**src/rtl/param_sync_up_down_counter.sv**
```systemverilog
// Parametrised synchronous up/down counter with enable, parallel load,
// programmable modulus, wrap/saturate mode, terminal count and wrap pulse.
// Q/qbar port names are kept so it drops in for the old 3-bit counter.
module param_sync_up_down_counter #(
    parameter int WIDTH   = 4,
    parameter int MODULUS = 2 ** WIDTH
) (
    input  logic             clk,
    input  logic             clear,
    input  logic             M,
    input  logic             en,
    input  logic             load,
    input  logic [WIDTH-1:0] d,
    input  logic             sat,
    output logic [WIDTH-1:0] Q,
    output logic [WIDTH-1:0] qbar,
    output logic             tc,
    output logic             wrap
);

    // Reject impossible moduli at elaboration time.
    if (WIDTH < 1 || MODULUS < 2 || MODULUS > 2 ** WIDTH) begin : g_param_check
        $fatal(1, "param_sync_up_down_counter: illegal WIDTH/MODULUS");
    end

    // Top of range kept one bit wider so MODULUS = 2**WIDTH cannot alias.
    localparam logic [WIDTH:0]   MAX_EXT = (WIDTH + 1)'(MODULUS - 1);
    localparam logic [WIDTH-1:0] MAX_Q   = MAX_EXT[WIDTH-1:0];

    logic [WIDTH-1:0] q_q, q_d;
    logic             wrap_q, wrap_d;
    logic [WIDTH:0]   q_ext;
    logic [WIDTH:0]   d_ext;
    logic [WIDTH:0]   inc_ext;

    assign q_ext   = {1'b0, q_q};
    assign d_ext   = {1'b0, d};
    assign inc_ext = q_ext + (WIDTH + 1)'(1);

    // Next-count selection: load, then hold, then up/down with wrap or saturate.
    always_comb begin
        q_d    = q_q;
        wrap_d = 1'b0;
        if (load) begin
            q_d = (d_ext > MAX_EXT) ? MAX_Q : d;
        end else if (en) begin
            if (!M) begin
                if (q_ext < MAX_EXT) begin
                    q_d = inc_ext[WIDTH-1:0];
                end else if (!sat) begin
                    q_d    = '0;
                    wrap_d = 1'b1;
                end
            end else begin
                if (q_q != '0) begin
                    q_d = q_q - WIDTH'(1);
                end else if (!sat) begin
                    q_d    = MAX_Q;
                    wrap_d = 1'b1;
                end
            end
        end
    end

    // Count and wrap-pulse registers, cleared asynchronously.
    always_ff @(posedge clk or negedge clear) begin
        if (!clear) begin
            q_q    <= '0;
            wrap_q <= 1'b0;
        end else begin
            q_q    <= q_d;
            wrap_q <= wrap_d;
        end
    end

    assign Q    = q_q;
    assign qbar = ~q_q;
    assign wrap = wrap_q;
    assign tc   = M ? (q_q == '0) : (q_ext == MAX_EXT);

endmodule

```
**config.mk**
```make
export PLATFORM = sky130hd
export DESIGN_NAME = param_sync_up_down_counter
export DESIGN_NICKNAME = d
export VERILOG_FILES = /design/src/rtl/param_sync_up_down_counter.sv
export SDC_FILE = /design/constraint.sdc
export NUM_CORES = 1
export LEC_CHECK = 0
export ABC_CLOCK_PERIOD_IN_PS = 2600
export CORE_AREA = 2 2 39 41
export DETAILED_ROUTE_END_ITERATION = 6
export DIE_AREA = 0 0 41 43
export PLACE_DENSITY = 0.67
export SETUP_SLACK_MARGIN = 0.4
export SLEW_MARGIN = 20
export SYNTH_ARGS = -nofsm -noshare
export SYNTH_HDL_FRONTEND = slang
export SYNTH_SLANG_ARGS = --single-unit
```
**constraint.sdc**
```tcl
create_clock -name clk -period 2.6 [get_ports clk]
set_input_delay 0.52 -clock clk [delete_from_list [all_inputs] [get_ports clk]]
set_output_delay 0.52 -clock clk [all_outputs]
set_load 0.02 [all_outputs]
```
==> results of run 1 <==
[power by group]
part	switching [W]	leakage [nW]	internal [W]
clock network	0.0000285	0.0150	0.0000578
logic	0.0000801	0.203	0.0000786
registers	0.0000154	0.0615	0.0000870
[final timing paths]
path                        from   end  slack (ns)
min in group clk            Q[0]  Q[0]        0.71
max in group asynchronous  clear  Q[2]        1.91
min                        clear  Q[0]        0.50
max reg2reg                 Q[0]  Q[3]        0.80
min reg2reg                 Q[0]  Q[0]        0.71
max                            M    tc        0.47
[registers in the layout, summed over array words and instances (netlist names)]
| register | flops |
|---|---|
| Q | 4 |
| wrap | 1 |
[logic make-up after synthesis]
kind of cell,share of synthesized area
xor+xnor,0.0442
flops,0.315
buf+inv,0.0568
fa+ha+maj,0.0631
simple gates,0.145
compound gates,0.325
mux,0.0505
[critical path, stage by stage]
cell and delay [ns]:
clkdlybuf4s50_1 0.44, nand3b_2 0.26, o22ai_4 0.21, buf_4 0.18
[synthesized netlist by cell type, drive strengths merged]
cell type  n  area, um2
a21oi      5       28.8
dfrtp      5        125
inv        5       18.8
nand2      4       15.0
o21ai      4       20.0
a221o      2       20.0
ha         2       25.0
mux2i      2       20.0
a21o       1       7.51
a31oi      1       6.26
a41o       1       10.0
a41oi      1       8.76
buf        1       3.75
nand2b     1       6.26
nand3b     1       11.3
nor2       1       3.75
nor2b      1       6.26
nor4b      1       8.76
o21bai     1       7.51
o22ai      1       20.0
or2        1       6.26
xnor2      1       8.76
xor2       1       8.76
[timing repair]
| item | in CTS | in global routing |
|---|---|---|
| setup endpoints to repair | 1 | 1 |
| cloned | 0 | 0 |
| gates resized for setup | 4 | 1 |
| pin swaps | 0 | 0 |
| buffers inserted | 0 | 0 |
[layout make-up]
class / instances / area, um2 / share of cell area
Multi-Input combinational cell: 33 / 249 / 0.393
Timing Repair Buffer: 20 / 195 / 0.308
Sequential cell: 5 / 125 / 0.197
Tap cell: 16 / 20.0 / 0.0316
Clock buffer: 4 / 26.3 / 0.0414
Inverter: 5 / 18.8 / 0.0296
[metal layers]
metal  vias to the layer above  global-route usage  routed length, um  part of all wire
li1                        207                   -                  -                 -
met1                       181               0.164                432              0.44
met2                        15               0.219                488              0.49
met3                         2              0.0157                 57             0.058
met4                         0               0.100                 10             0.010
met5                         -                   0                  0                 0
[per-stage QoR]
step	utilization	worst slack [ns]	std cells	instance area (um2)
final	0.458	0.469	83	634
after global routing	0.458	0.416	83	634
after CTS	0.457	0.441	83	632
after detailed placement	0.441	0.0116	79	611
after global placement	0.441	0.0684	79	611
after floorplan	-	0.683	44	397
[layout by cell type (no fill, tap or decap)]
master and instances:
nand2_1 4, xnor2_1 1, a31oi_1 1, a41o_1 1
nand3b_2 1, ha_1 2, o22ai_4 1, a21oi_2 1
nor4b_1 1, a221o_1 2, inv_1 5, or2_2 1
mux2i_1 2, clkbuf_1 1, a21oi_1 4, clkdlybuf4s50_1 18
o21bai_1 1, clkbuf_4 3, a21o_1 1, dfrtp_1 5
a41oi_1 1, o21ai_0 2, buf_4 2, o21ai_1 2
nor2b_1 1, xor2_1 1, nor2_1 1, nand2b_1 1
==> flow_metrics.env, run 1 <==
export IMPL_syn_area_um2=397
export IMPL_post_drt_wl_per_cell_um=11.9
export IMPL_setup_viol=0
export IMPL_cp_max_fo=4
export IMPL_grt_first_pass_wirelength_um=1630
export IMPL_finClkSkew_ns=0.000920
export IMPL_fin_crit_ns=2.13
export IMPL_dieHeight_um=43
export IMPL_clock_latency_ns=0.24
export IMPL_syn_inst=44
export IMPL_viasPerCell=4.88
export IMPL_powerDensity_nw_per_um2=547
export IMPL_grt_pass1_vias=390
export IMPL_min_period_over_period=0.820
export IMPL_hp_class="input pin to async pin"
export IMPL_ys_warn_count=0
export IMPL_io_pins=20
export IMPL_total_power_w=0.000347
export IMPL_io_buffer_count=19
export IMPL_drc=0
export IMPL_setup_tns_ns=0
export IMPL_drt_iter0_drc=5
export IMPL_clockBufferDepth=2
export IMPL_status="finished, final reports clean"
export IMPL_slew_violations=0
export IMPL_yosys_cell_types_count=25
export IMPL_slew_limit_headroom=0.808
export IMPL_grt_remaining_overflow=0
export IMPL_start_util=0.287
export IMPL_vdd_drop_max_v=0.000234
export IMPL_antenna_left=0
export IMPL_clkTransAtPathRegs_ns=0.04
export IMPL_grtUsageTotal=0.140
export IMPL_leakagePower_nw=0.279
export IMPL_fp_dieW_um=41
export IMPL_cap_viol_max_count=0
export IMPL_layout_nets=80
export IMPL_clock_fmax_mhz=469
export IMPL_crit_type="input pin to output pin"
export IMPL_start_kind="input pin"
export IMPL_grt_antenna_before_repair=0
export IMPL_coreArea_um2=1380
export IMPL_cts_hold_buf=0
export IMPL_area_growth_pct=59.9
export IMPL_yosysSeqAreaShare=0.315
export IMPL_reg2regPathDepth=7
export IMPL_cts_tree="done"
export IMPL_gp_congestion=0.686
export IMPL_ys_ff_latch=5
export IMPL_drt_wl_total_um=988
export IMPL_synth_fp_nets=56
export IMPL_cts_buffers=3
export IMPL_drive_above_1_share=0.134
export IMPL_crit_required_ns=2.08
export IMPL_grt_max_degree=10
export IMPL_h_tree_depth=1
export IMPL_hold_ws_ns=0.503
export IMPL_endpoint_kind="output pin"
export IMPL_root_buffer="clkbuf_4"
export IMPL_grt_setup_unrepaired="false"
export IMPL_num_rows=14
export IMPL_dieArea_um2=1760
export IMPL_arrival_ns=1.61
export IMPL_nFillCells=144
export IMPL_clock_sinks=5
export IMPL_hold_viol=0
export IMPL_num_vias=405
export IMPL_drtPass1Iterations=4
export IMPL_synth_area_per_cell_um2=9.01
export IMPL_worst_slew_pin_slew_ns=0.288
export IMPL_dpl_hpwl_um=811
export IMPL_antenna_cells=0
Power figures use the tool's default switching activity.
==> inputs of run 2 (changes only) <==
Settings changed: ABC_CLOCK_PERIOD_IN_PS 2600 to 1850, PLACE_DENSITY 0.67 to 0.69.
Clock period 2.6 ns to 1.85 ns, I/O delays scaled along.
==> flow_metrics.env, run 2 (synthesis results as in run 1) <==
export IMPL_grt_setup_unrepaired="true"
export IMPL_worst_slew_pin_slew_ns=0.270
export IMPL_clock_sinks=5
export IMPL_layout_commonest_cell="buf_4"
export IMPL_dp_slack_ns=-0.291
export IMPL_layout_nets=93
export IMPL_setup_tns_ns=0
export IMPL_grt_first_pass_wirelength_um=1880
export IMPL_dpl_hpwl_um=871
export IMPL_fp_dieW_um=41
export IMPL_setup_viol=0
export IMPL_io_pins=20
export IMPL_coreArea_um2=1380
export IMPL_leakagePower_nw=0.367
export IMPL_finClkSkew_ns=0.00280
export IMPL_start_kind="register"
export IMPL_fin_ws_ns=0.220
export IMPL_final_cells=96
export IMPL_cts_tree="done"
export IMPL_dieHeight_um=43
export IMPL_post_drt_wl_per_cell_um=11.7
export IMPL_area_growth_pct=94.3
export IMPL_arrival_ns=1.26
export IMPL_drtPass1Iterations=4
export IMPL_h_tree_depth=1
export IMPL_start_util=0.287
export IMPL_cap_viol_max_count=0
export IMPL_num_vias=462
export IMPL_io_buffer_count=19
export IMPL_fin_crit_ns=1.63
export IMPL_powerDensity_nw_per_um2=719
export IMPL_grtUsageTotal=0.157
export IMPL_viasPerCell=4.81
export IMPL_slew_limit_headroom=0.818
export IMPL_antenna_cells=0
export IMPL_grt_max_degree=10
export IMPL_num_rows=14
export IMPL_layout_common_cells="buf_4 (14), clkdlybuf4s50_1 (8), buf_2 (5), dfrtp_2 (4), a21oi_1 (4)"
export IMPL_antenna_left=0
export IMPL_crit_type="register to output pin"
export IMPL_dieArea_um2=1760
export IMPL_hold_viol=0
export IMPL_drt_wl_total_um=1120
export IMPL_drive_above_1_share=0.500
export IMPL_gp_congestion=0.751
export IMPL_hp_class="input pin to async pin"
export IMPL_grt_pass1_vias=438
export IMPL_clock_fmax_mhz=613
export IMPL_vdd_drop_max_v=0.000546
export IMPL_clockBufferDepth=2
export IMPL_clkTransAtPathRegs_ns=0.04
export IMPL_grt_antenna_before_repair=0
export IMPL_drc=0
export IMPL_largest_reg_flops=4
export IMPL_cts_hold_buf=0
export IMPL_min_period_over_period=0.881
export IMPL_root_buffer="clkbuf_4"
export IMPL_drt_iter0_drc=7
export IMPL_cp_max_fo=5
export IMPL_slew_violations=0
export IMPL_dp_cells=90
export IMPL_cts_buffers=3
export IMPL_crit_required_ns=1.48
export IMPL_grt_remaining_overflow=0
export IMPL_status="finished, final reports clean"
export IMPL_total_power_w=0.000554
export IMPL_endpoint_kind="output pin"
export IMPL_clock_latency_ns=0.24
## run 2: cell type report
class                      count  area [um2]
multi-input combinational     33         300
clock buffer                   4        26.3
inverter                       5        23.8
fill                         138         613
tap                           16        20.0
sequential                     5         130
timing repair buffer          33         270
## run 2: final timing paths
path	startpoint	endpoint	slack [ns]	cells past startpoint
max in group asynchronous	clear	Q[3]	1.29	1
worst min-delay path	clear	wrap	0.35	1
worst max-delay path	Q[0]	tc	0.22	4
worst max register to register	Q[0]	Q[3]	0.24	7
worst min register to register	Q[1]	Q[1]	0.67	2
min in group clk	Q[1]	Q[1]	0.67	2
## run 2: through the flow
| step | hold slack (ns) | util | cell area, um2 |
|---|---|---|---|
| 2_1_floorplan | 0.0744 | - | 450 |
| 3_5_place_dp | 0.609 | 0.540 | 747 |
| 3_3_place_gp | 0.602 | 0.540 | 747 |
| 6_report | 0.348 | 0.557 | 771 |
| 4_1_cts | 0.351 | 0.546 | 756 |
| 5_1_grt | 0.355 | 0.557 | 771 |
## run 2: per-layer routing
| metal | part of all wire | vias up | GRT usage | routed length, um |
|---|---|---|---|---|
| met1 | 0.45 | 208 | 0.201 | 507 |
| met2 | 0.46 | 20 | 0.228 | 513 |
| li1 | - | 232 | - | - |
| met3 | 0.085 | 2 | 0.0785 | 96 |
| met5 | 0 | - | 0 | 0 |
| met4 | 0.0045 | 0 | 0.0400 | 5 |
## run 2: critical path, cell delays in order (launching register included)
cell and delay, ns:
dfrtp_2 0.44, ha_4 0.17, nand3b_4 0.09, o22ai_4 0.18
buf_6 0.14
## run 2: where the power goes
part	total [W]	leakage, nW	switching [W]	internal (W)
Clock	0.000126	0.0150	0.0000440	0.0000815
Sequential	0.000145	0.0573	0.0000200	0.000125
Combinational	0.000284	0.295	0.000137	0.000147
Total	0.000554	0.367	0.000201	0.000353
## run 2: what timing repair did
| item | 4_1_cts | 5_1_grt |
|---|---|---|
| pin swaps | 3 | 0 |
| setup endpoints to repair | 14 | 8 |
| buffers inserted | 1 | 1 |
| resized for setup | 36 | 4 |
| cloned | 0 | 0 |
| endpoints found under the hold margin | 0 | 0 |
==> inputs of run 3 (changes only) <==
Settings changed: PLACE_DENSITY 0.69 to 0.62.
==> flow_metrics.env, run 3 (synthesis results as in run 1) <==
export IMPL_grt_antenna_before_repair=0
export IMPL_io_pins=20
export IMPL_arrival_ns=1.28
export IMPL_clockPowerShare=0.223
export IMPL_cts_buffers=3
export IMPL_cp_top_family="flip-flops"
export IMPL_path_cells="ha_4 > nand3b_4 > o22ai_4 > buf_4"
export IMPL_cts_hold_buf=0
export IMPL_crit_required_ns=1.48
export IMPL_grtUsageTotal=0.170
export IMPL_drt_wl_total_um=1170
export IMPL_start_util=0.287
export IMPL_cp_slowest_cell="dfrtp_2"
export IMPL_comb_power_share=0.522
export IMPL_antenna_cells=0
export IMPL_total_power_w=0.000564
export IMPL_setup_viol=0
export IMPL_cp_max_fo=4
export IMPL_h_tree_depth=1
export IMPL_grt_max_degree=10
export IMPL_largest_reg_flops=4
export IMPL_grt_pass1_vias=509
export IMPL_start_kind="register"
export IMPL_powerDensity_nw_per_um2=723
export IMPL_setup_tns_ns=0
export IMPL_antenna_left=0
export IMPL_grt_setup_unrepaired="true"
export IMPL_design_area_um2=779
export IMPL_grt_remaining_overflow=0
export IMPL_crit_buf_inv=1
export IMPL_status="finished, final reports clean"
export IMPL_drive_above_1_share=0.519
export IMPL_drtPass1Iterations=2
export IMPL_switching_share=0.362
export IMPL_layout_commonest_cell="buf_4"
export IMPL_hp_class="input pin to async pin"
export IMPL_slew_limit_headroom=0.796
export IMPL_clock_sinks=5
export IMPL_root_buffer="clkbuf_4"
export IMPL_drt_iter0_drc=6
export IMPL_clkTransAtPathRegs_ns=0.05
export IMPL_layout_nets=94
export IMPL_leakagePower_nw=0.368
export IMPL_crit_type="register to output pin"
export IMPL_fin_crit_ns=1.65
export IMPL_clockBufferDepth=2
export IMPL_num_vias=451
export IMPL_r2r_start="Q[0]"
export IMPL_cap_viol_max_count=0
export IMPL_drc=0
export IMPL_min_period_over_period=0.892
export IMPL_endpoint_kind="output pin"
export IMPL_worst_slew_pin_slew_ns=0.305
export IMPL_hold_viol=0
export IMPL_clock_fmax_mhz=606
export IMPL_num_rows=14
export IMPL_area_growth_pct=96.5
export IMPL_gp_congestion=0.719
export IMPL_power_switching_w=0.000204
export IMPL_post_drt_wl_per_cell_um=12.1
export IMPL_place_area_um2=739
export IMPL_dieHeight_um=43
export IMPL_dieArea_um2=1760
export IMPL_utilization=0.563
export IMPL_grt_first_pass_wirelength_um=2080
export IMPL_clock_latency_ns=0.24
export IMPL_vdd_drop_max_v=0.000556
export IMPL_layout_common_cells="buf_4 (16), clkdlybuf4s50_1 (8), dfrtp_2 (4), a21oi_1 (4), buf_2 (4)"
export IMPL_startpoint="Q[0]"
export IMPL_hold_ws_ns=0.355
export IMPL_cts_tree="done"
export IMPL_slew_violations=0
export IMPL_fp_dieW_um=41
export IMPL_max_stage_delay_ns=0.43
export IMPL_p_int_w=0.000360
export IMPL_io_buffer_count=19
export IMPL_seqPwrFrac=0.255
export IMPL_finClkSkew_ns=0.00887
export IMPL_dpl_hpwl_um=941
export IMPL_viasPerCell=4.65
export IMPL_coreArea_um2=1380
[run 3: cell count changes in the layout (fill, tap and decap cells not counted), sizes merged]
| cell | before | now |
|---|---|---|
| buf | 21 | 22 |
| clkdlybuf4s15 | 1 | 2 |
| clkinvlp | 0 | 1 |
| dlygate4sd2 | 3 | 2 |
| inv | 5 | 4 |
[run 3: what timing repair did]
item,CTS,global route
pin swaps,1,4
cloned,0,0
buffers inserted,3,1
gates resized for setup,39,4
endpoints found under the hold margin,0,0
setup endpoints to repair,14,9
[run 3: stage by stage]
step                      setup WS, ns  cells
after floorplan                  0.231     44
after global placement          -0.284     89
after detailed placement        -0.330     89
after CTS                        0.199     96
after global routing             0.130     97
final                            0.200     97
[run 3: power groups by stage]
stage               Clock (W)  Combinational (W)  Sequential (W)
floorplan                   0           0.000135        0.000167
global placement            0           0.000296        0.000144
detailed placement          0           0.000297        0.000145
CTS                  0.000132           0.000293        0.000144
global route         0.000138           0.000324        0.000146
finish               0.000126           0.000294        0.000144
[run 3: final cells by class]
type	instances	area, um2
Sequential cell	5	130
Inverter	5	27.5
Timing Repair Buffer	34	283
Multi-Input combinational cell	33	293
Tap cell	16	20.0
Clock buffer	4	26.3
Fill cell	144	604
[run 3: per-layer routing]
layer  up-vias  part of all wire  wire length [um]  GRT usage
met5         -                 0                 0          0
met3         0             0.053                62     0.0733
met1       202              0.43               503      0.210
li1        235                 -                 -          -
met4         0                 0                 0     0.0400
met2        14              0.52               607      0.263
[run 3: final timing paths]
| kind | depth (start not counted) | end | slack [ns] |
|---|---|---|---|
| hold / removal | 1 | wrap | 0.36 |
| max in group asynchronous | 1 | Q[1] | 1.27 |
| min in group clk | 2 | Q[1] | 0.66 |
| setup reg to reg | 7 | Q[3] | 0.24 |
| setup / recovery | 4 | tc | 0.20 |
| hold reg to reg | 2 | Q[1] | 0.66 |
